`src/rtl/lsu_pkg.sv`:
```
// lsu_pkg: shared types and helpers for the load/store unit.
//   lsu_size_e  - access size (byte/half/word/dword)
//   lsu_fault_e - response fault code
//   lsu_state_e - LSU control states
//   lsu_req_t   - request fields kept after the accepting edge
//   size_mask() - byte-enable pattern for an access of a given size at offset 0
package lsu_pkg;

  localparam int NUM_LANES = 8;  // byte lanes in a 64-bit memory word
  localparam int LANE_W    = 8;

  typedef enum logic [1:0] {BYTE, HALF, WORD, DWORD} lsu_size_e;
  typedef enum logic [1:0] {NONE, MISALIGNED, RANGE, ROM_WRITE} lsu_fault_e;
  typedef enum logic [1:0] {IDLE, ACCESS, WRITE, RESP} lsu_state_e;

  typedef struct packed {
    logic      we;
    lsu_size_e size;
    logic      is_unsigned;
    logic [2:0] off;
    logic [63:0] wdata;
  } lsu_req_t;

  function automatic logic [NUM_LANES-1:0] size_mask(input lsu_size_e size);
    unique case (size)
      BYTE:    return 8'h01;
      HALF:    return 8'h03;
      WORD:    return 8'h0f;
      default: return 8'hff;
    endcase
  endfunction

endpackage

```
`src/rtl/lsu_if.sv`:
```
// lsu_if: bundles the request, response and memory-side signals of the LSU.
//   slave  - the LSU's view (takes requests, returns responses, drives memory)
//   master - the environment's view (execute stage + data memory)
interface lsu_if;
  import lsu_pkg::*;

  logic        req_valid;
  logic        req_ready;
  logic        req_we;
  lsu_size_e   req_size;
  logic        req_unsigned;
  logic [31:0] req_addr;
  logic [63:0] req_wdata;

  logic        resp_valid;
  logic        resp_ready;
  logic [63:0] resp_rdata;
  lsu_fault_e  resp_fault;

  logic [31:0] mem_addr;
  logic [63:0] mem_wr_data;
  logic        mem_wr_enable;
  logic        mem_rd_enable;
  logic [63:0] mem_rd_data;

  modport slave (
    input  req_valid, req_we, req_size, req_unsigned, req_addr, req_wdata,
    output req_ready,
    output resp_valid, resp_rdata, resp_fault,
    input  resp_ready,
    output mem_addr, mem_wr_data, mem_wr_enable, mem_rd_enable,
    input  mem_rd_data
  );

  modport master (
    output req_valid, req_we, req_size, req_unsigned, req_addr, req_wdata,
    input  req_ready,
    input  resp_valid, resp_rdata, resp_fault,
    output resp_ready,
    input  mem_addr, mem_wr_data, mem_wr_enable, mem_rd_enable,
    output mem_rd_data
  );

endinterface

```
`src/rtl/lsu_lane_align.sv`:
```
// lsu_lane_align: combinational byte-lane datapath of the LSU.
//   old         in  current 64-bit memory word
//   wdata       in  right-justified store data
//   off         in  byte offset within the word
//   size        in  access size
//   is_unsigned in  zero-extend loads when set
//   load_data   out selected lane, sign/zero extended
//   merged_word out old word with the store lanes replaced
module lsu_lane_align
  import lsu_pkg::*;
(
  input  logic [63:0] old,
  input  logic [63:0] wdata,
  input  logic [2:0]  off,
  input  lsu_size_e   size,
  input  logic        is_unsigned,
  output logic [63:0] load_data,
  output logic [63:0] merged_word
);

  logic [NUM_LANES-1:0] byte_en;
  logic [63:0]          wdata_sh;
  logic [63:0]          lane;
  logic                 sx;

  // Alignment is checked upstream, so the shifted mask never wraps past lane 7.
  assign byte_en  = size_mask(size) << off;
  assign wdata_sh = wdata << {off, 3'b000};

  for (genvar b = 0; b < NUM_LANES; b++) begin : g_lane
    assign merged_word[LANE_W*b +: LANE_W] =
      byte_en[b] ? wdata_sh[LANE_W*b +: LANE_W] : old[LANE_W*b +: LANE_W];
  end

  // Little-endian: the addressed byte lands at bit 0 after the shift.
  assign lane = old >> {off, 3'b000};

  always_comb begin
    load_data = lane;
    sx        = 1'b0;
    unique case (size)
      BYTE: begin
        sx        = ~is_unsigned & lane[7];
        load_data = {{56{sx}}, lane[7:0]};
      end
      HALF: begin
        sx        = ~is_unsigned & lane[15];
        load_data = {{48{sx}}, lane[15:0]};
      end
      WORD: begin
        sx        = ~is_unsigned & lane[31];
        load_data = {{32{sx}}, lane[31:0]};
      end
      default: load_data = lane;
    endcase
  end

endmodule

```
`src/rtl/lsu.sv`:
```
// lsu: load/store unit in front of a 64-bit-word data memory.
//   clk, rst  - clock, synchronous active-high reset
//   bus       - lsu_if.slave: req_* handshake in, resp_* handshake out,
//               mem_* strobes/address/data to a combinational-read memory
// One request in flight. Loads take IDLE->ACCESS->RESP, stores take
// IDLE->ACCESS->WRITE->RESP (read-modify-write, even for dwords), faults go
// straight IDLE->RESP without touching memory.
module lsu
  import lsu_pkg::*;
#(
  parameter int MEM_SIZE = 256,
  parameter int ROM_SIZE = 8
) (
  input  logic clk,
  input  logic rst,
  lsu_if.slave bus
);

  lsu_state_e  state;
  lsu_req_t    req_q;
  logic [31:0] addr_q;
  logic [63:0] rdata_q;
  logic [63:0] wr_data_q;
  lsu_fault_e  fault_q;

  lsu_fault_e  fault_in;
  logic [2:0]  low_mask;
  logic [31:0] word_idx;
  logic [63:0] load_data;
  logic [63:0] merged_word;

  // Fault evaluation on the incoming request, in priority order.
  always_comb begin
    low_mask = 3'((4'd1 << bus.req_size) - 4'd1);
    word_idx = {3'b000, bus.req_addr[31:3]};
    fault_in = NONE;
    if ((bus.req_addr[2:0] & low_mask) != 3'b000)
      fault_in = MISALIGNED;
    else if (word_idx >= 32'(MEM_SIZE))
      fault_in = RANGE;
    else if (bus.req_we && word_idx < 32'(ROM_SIZE))
      fault_in = ROM_WRITE;
  end

  lsu_lane_align u_align (
    .old         (bus.mem_rd_data),
    .wdata       (req_q.wdata),
    .off         (req_q.off),
    .size        (req_q.size),
    .is_unsigned (req_q.is_unsigned),
    .load_data   (load_data),
    .merged_word (merged_word)
  );

  always_ff @(posedge clk) begin
    if (rst) begin
      state     <= IDLE;
      req_q     <= '0;
      addr_q    <= '0;
      rdata_q   <= '0;
      wr_data_q <= '0;
      fault_q   <= NONE;
    end else begin
      unique case (state)
        IDLE: if (bus.req_valid) begin
          req_q.we          <= bus.req_we;
          req_q.size        <= bus.req_size;
          req_q.is_unsigned <= bus.req_unsigned;
          req_q.off         <= bus.req_addr[2:0];
          req_q.wdata       <= bus.req_wdata;
          rdata_q           <= '0;
          fault_q           <= fault_in;
          if (fault_in != NONE) begin
            state <= RESP;
          end else begin
            // Address only moves for real accesses so memory sees a stable bus.
            addr_q <= {bus.req_addr[31:3], 3'b000};
            state  <= ACCESS;
          end
        end
        ACCESS: begin
          if (req_q.we) begin
            wr_data_q <= merged_word;
            state     <= WRITE;
          end else begin
            rdata_q <= load_data;
            state   <= RESP;
          end
        end
        WRITE: state <= RESP;
        RESP:  if (bus.resp_ready) state <= IDLE;
        default: state <= IDLE;
      endcase
    end
  end

  assign bus.req_ready     = (state == IDLE);
  assign bus.resp_valid    = (state == RESP);
  assign bus.resp_rdata    = rdata_q;
  assign bus.resp_fault    = fault_q;
  assign bus.mem_addr      = addr_q;
  assign bus.mem_wr_data   = wr_data_q;
  assign bus.mem_rd_enable = (state == ACCESS);
  // Gated by rst so a reset landing on the WRITE cycle cancels the write.
  assign bus.mem_wr_enable = (state == WRITE) && !rst;

endmodule

```
`src/flat_wrapper.sv`:
```
// flat-port wrapper written by rule: the top's interface ports become plain ports
module lsu_flat import lsu_pkg::*;
#(
  parameter int MEM_SIZE = 256,
  parameter int ROM_SIZE = 8
)
  (clk, rst, bus_req_valid, bus_req_we, bus_req_size, bus_req_unsigned, bus_req_addr, bus_req_wdata, bus_req_ready, bus_resp_valid, bus_resp_rdata, bus_resp_fault, bus_resp_ready, bus_mem_addr, bus_mem_wr_data, bus_mem_wr_enable, bus_mem_rd_enable, bus_mem_rd_data);
  lsu_if bus_i ();
  input  logic clk;
  input  logic rst;
  input wire logic [$bits(bus_i.req_valid)-1:0] bus_req_valid;
  input wire logic [$bits(bus_i.req_we)-1:0] bus_req_we;
  input wire logic [$bits(bus_i.req_size)-1:0] bus_req_size;
  input wire logic [$bits(bus_i.req_unsigned)-1:0] bus_req_unsigned;
  input wire logic [$bits(bus_i.req_addr)-1:0] bus_req_addr;
  input wire logic [$bits(bus_i.req_wdata)-1:0] bus_req_wdata;
  output wire logic [$bits(bus_i.req_ready)-1:0] bus_req_ready;
  output wire logic [$bits(bus_i.resp_valid)-1:0] bus_resp_valid;
  output wire logic [$bits(bus_i.resp_rdata)-1:0] bus_resp_rdata;
  output wire logic [$bits(bus_i.resp_fault)-1:0] bus_resp_fault;
  input wire logic [$bits(bus_i.resp_ready)-1:0] bus_resp_ready;
  output wire logic [$bits(bus_i.mem_addr)-1:0] bus_mem_addr;
  output wire logic [$bits(bus_i.mem_wr_data)-1:0] bus_mem_wr_data;
  output wire logic [$bits(bus_i.mem_wr_enable)-1:0] bus_mem_wr_enable;
  output wire logic [$bits(bus_i.mem_rd_enable)-1:0] bus_mem_rd_enable;
  input wire logic [$bits(bus_i.mem_rd_data)-1:0] bus_mem_rd_data;
  assign bus_i.req_valid = bus_req_valid;
  assign bus_i.req_we = bus_req_we;
  assign bus_i.req_size = bus_req_size;
  assign bus_i.req_unsigned = bus_req_unsigned;
  assign bus_i.req_addr = bus_req_addr;
  assign bus_i.req_wdata = bus_req_wdata;
  assign bus_req_ready = bus_i.req_ready;
  assign bus_resp_valid = bus_i.resp_valid;
  assign bus_resp_rdata = bus_i.resp_rdata;
  assign bus_resp_fault = bus_i.resp_fault;
  assign bus_i.resp_ready = bus_resp_ready;
  assign bus_mem_addr = bus_i.mem_addr;
  assign bus_mem_wr_data = bus_i.mem_wr_data;
  assign bus_mem_wr_enable = bus_i.mem_wr_enable;
  assign bus_mem_rd_enable = bus_i.mem_rd_enable;
  assign bus_i.mem_rd_data = bus_mem_rd_data;
  lsu #(.MEM_SIZE(MEM_SIZE), .ROM_SIZE(ROM_SIZE)) u_core (.clk(clk), .rst(rst), .bus(bus_i));
endmodule
```
`config.mk`:
```
export PLATFORM = sky130hd
export DESIGN_NAME = lsu_flat
export DESIGN_NICKNAME = d
export VERILOG_FILES = /design/src/rtl/lsu_pkg.sv /design/src/rtl/lsu_if.sv /design/src/rtl/lsu_lane_align.sv /design/src/rtl/lsu.sv /design/src/flat_wrapper.sv
export SDC_FILE = /design/constraint.sdc
export NUM_CORES = 1
export LEC_CHECK = 0
export CAP_MARGIN = 15
export CORE_MARGIN = 10
export CORE_UTILIZATION = 31
export CTS_CLUSTER_SIZE = 25
export DETAILED_ROUTE_END_ITERATION = 6
export GPL_TIMING_DRIVEN = 0
export PLACE_DENSITY = 0.6
export SLEW_MARGIN = 40
export SYNTH_ARGS = -nofsm -noshare
export SYNTH_HDL_FRONTEND = slang
export SYNTH_SLANG_ARGS = --single-unit
```
`constraint.sdc`:
```
create_clock -name clk -period 2.35 [get_ports clk]
set_input_delay 0.47 -clock clk [delete_from_list [all_inputs] [get_ports clk]]
set_output_delay 0.47 -clock clk [all_outputs]
set_load 0.05 [all_outputs]
```
==> results.md <==
* Relative slew slack at about 45%
* Total wire length at between 60 and 70 mm
* Vias in the first global route at 12,800
* Fin. max-slew vios at 0
* Hold Worst Slack at 0.452 ns
* Clock network latency to the later pin of the worst-skew pair at 0.56 ns
* Count of unresolved DRC violations after routing at 0
* Via count at between 10,000 and 15,000
* Placed wire-length estimate after detailed placement at roughly 50 mm
* Cell area after synthesis at 12,200 sq um
* Leakage power total at between 0.006 and 0.007 uW
* I/O pin total at 334
* Final core utilization at ~45%
* Per-cell routed wire length at between 20 and 30 um
* Final cell area excluding filler cells at 17,600 sq um
* Sequential group share of total power at 30.7%
* Maximum clock rate at around 440 MHz
* Layout Cells excl Fill at about 2,300
* Most common library cell in the layout ignoring fill and taps: clkdlybuf4s50_1
* Number of instances in the synthesized netlist at approximately 1,400
* Count of flip-flops with a built-in enable after synthesis at 0
* Final min period at around 2.3 ns
* Sequential fraction of the synthesis area at a little under two fifths
* Slew at the pin closest to its max-slew limit at 0.830 ns
* Number of clock sinks at around 230
* Run status: completed
* Final worst-path cycle share at 97.6%
* Cell internal power dissipation at between 9000 and 10,000 uW
* Number of design-rule violations left by the first detailed-router iteration at between 900 and 1,000
* Count of cell types in the netlist at 52
* Kind of end point of the critical path: flop
* Overall track demand over capacity in global routing at 24.9%
* Number of levels in the clock H-tree at 1
* Filler Cells Inserted at 3,778
* Combinational Power Share at roughly 43%
* Power density over the cells at 913 nW/um^2
* Number of antenna-violating nets in the routed design at 0
* Die Span X at 219 um
* Finish-stage setup viols at 0
* Global-route wire length before repair at 88.7 mm
* Number of detailed-routing iterations run before antenna repair at 6
* Clock buffer depth at 3
* GP Congestion at 1.01
* Fraction of synthesis flops using an asynchronous set or reset pin at 0%
* Required time reported for the critical path endpoint at ~2.8 ns
* Largest fanout of any net on the critical path at 10
* Count of input and output buffers at roughly 330
* Area grow syn2layout at 44.0%
* Placeable core region at slightly below 40,000 sq um
* Clk pwr share at 26.3%
* Initial Utilization at 31.5%
* Syn_area_per_cell at 8.54 sq um
* Setup total negative slack at 0 ns
* CP startpoint kind: flop
* Post-placement cell area at 16,200 sq um
* Cell Count Post-Placement at around 2,300
* TritonCTS Buffers at 26
* Final #Nets at 1,973
* Clock skew after layout at 0.0105 ns
* IR drop worst, VDD at slightly above 0.5 mV
* CTS tree: built
* Number of synthesized register bits at approximately 230
* Count of yosys warnings during synthesis at 0
* # Max-Cap Violations at 0
* Proportion of netlist area held by the largest area contributor at a little under two fifths
* Critical setup path kind: flop to flop
* Count of endpoints failing hold in the final timing report at 0
* Clock-pin slew on the worst setup and hold paths at 0.06 ns
* Clock Root Buffer: clkbuf_16
* Die outline area at about 48,000 sq um
* Proportion of layout cells with a drive suffix above 1 at 14.1%
* Top flip-flop cell by instance count after synthesis: dfxtp_1
* Initial antenna violation count at 0
* Switching power as a share of total power at 41.1%
* Dominant cells by area after synthesis: dfxtp_1, nand2_1, mux2i_1, mux4_2, a21oi_1
* Largest net degree at the start of global routing at 14
* Die outline height at 219 um
* Arrival time reported for the critical path endpoint at between 2 and 3 ns
* Leftover overflow at the end of global routing at 0
* Cell Rows at slightly above 70
* Leading cell types in the layout, fill and taps excluded: clkdlybuf4s50_1, nand2_1, dfxtp_1
* Cell type contributing the most total cell area after synthesis: dfxtp_1
* Sw Pwr at 6600 uW
* Vias/cell at between 5 and 6
* Tightest Hold Check Type: flop to flop
## routing by layer
metal,vias up,share of wire [%],track usage [%]
met5,-,0,0
met4,0,4.3,9.72
met3,120,7.7,4.65
met2,574,46,40.1
met1,6155,42,32.3
li1,5868,-,-
## registers in the layout (all words and copies together), names as in the netlist
name and flops:
u_core.req_q 71, u_core.bus.resp_rdata 64, u_core.bus.mem_wr_data 64, u_core.bus.resp_fault 2
u_core.bus.mem_addr 29, u_core.state 2
## logic make-up (layout without fill, tap and decap cells)
kind of cell	Yosys count	after routing	share of synthesized area, %
adders and majority gates	4	4	0.410
buffers and inverters	139	525	5.48
other	1	4	0.0307
muxes	162	162	17.1
DFF	232	232	38.0
and+or+nand+nor	520	520	19.1
AOI/OAI and AO/OA	372	372	19.9
## cell type report
cell class                 instances  area, sq um  area share [%]
clock buffer                      33          727            4.13
buffer                           131          795            4.52
sequential                       232         4650            26.4
multi-input combinational       1061         7190            40.9
antenna                            1         2.50          0.0142
tap                              518          648            3.69
inverter                           8         30.0           0.171
timing repair buffer             341         3390            19.3
clock inverter                    12          154           0.875
## worst max-delay path: stages (launching register included)
cell,delay [ns]
dfxtp_2,0.37
inv_1,0.09
ha_1,0.27
nand2_4,0.20
o211ai_1,0.25
nor2b_1,0.21
clkbuf_2,0.17
clkbuf_2,0.23
a221o_1,0.39
## cells in the mapped netlist (8+ instances only)
master	instances
dfxtp_1	232
nand2b_1	22
nor3_1	14
and2_1	51
o2bb2ai_1	8
nor2b_1	17
buf_1	13
inv_1	8
clkbuf_1	73
and3_1	10
mux2_2	30
nand3b_1	18
a2bb2oi_1	9
a21oi_1	124
buf_2	19
mux4_2	33
o311ai_0	8
o31ai_1	17
a221oi_1	15
mux2i_1	98
nand2_1	283
buf_4	19
a221o_1	25
o21ai_0	76
o211ai_1	17
nor2_1	87
a211oi_1	40
## power groups by stage
stage | clock network [uW] | logic [uW] | registers [uW]
after CTS | 4260 | 6670 | 4900
after global placement | 0 | 6420 | 4960
after floorplan | 0 | 3280 | 5630
final | 4210 | 6900 | 4930
after global routing | 4400 | 7270 | 4970
after detailed placement | 0 | 6450 | 4980
## repair_timing
action | CTS | global route
pin swaps | 3 | 7
resized for setup | 84 | 72
setup buffers | 8 | 4
hold endpoints to repair | 0 | 0
setup endpoints to repair | 166 | 146
hold buffers | 0 | 0
## final timing paths
check | start | to | slack (ns) | depth (start not counted)
hold reg to reg | u_core.bus.resp_rdata[48] | u_core.bus.resp_rdata[48] | 0.45 | 2
hold / removal | u_core.bus.resp_rdata[48] | u_core.bus.resp_rdata[48] | 0.45 | 2
setup reg to reg | u_core.state[1] | u_core.bus.resp_rdata[29] | 0.06 | 8
setup / recovery | u_core.state[1] | u_core.bus.resp_rdata[29] | 0.06 | 8
## metrics by stage
stage / total power [uW] / worst slack [ns]
after global routing: 16600 / -0.0206
final: 16000 / 0.0563
after global placement: 11400 / -0.729
after detailed placement: 11400 / -0.797
after floorplan: 8910 / 0.0775
after CTS: 15800 / -0.00446
Power figures use the tool's default switching activity.
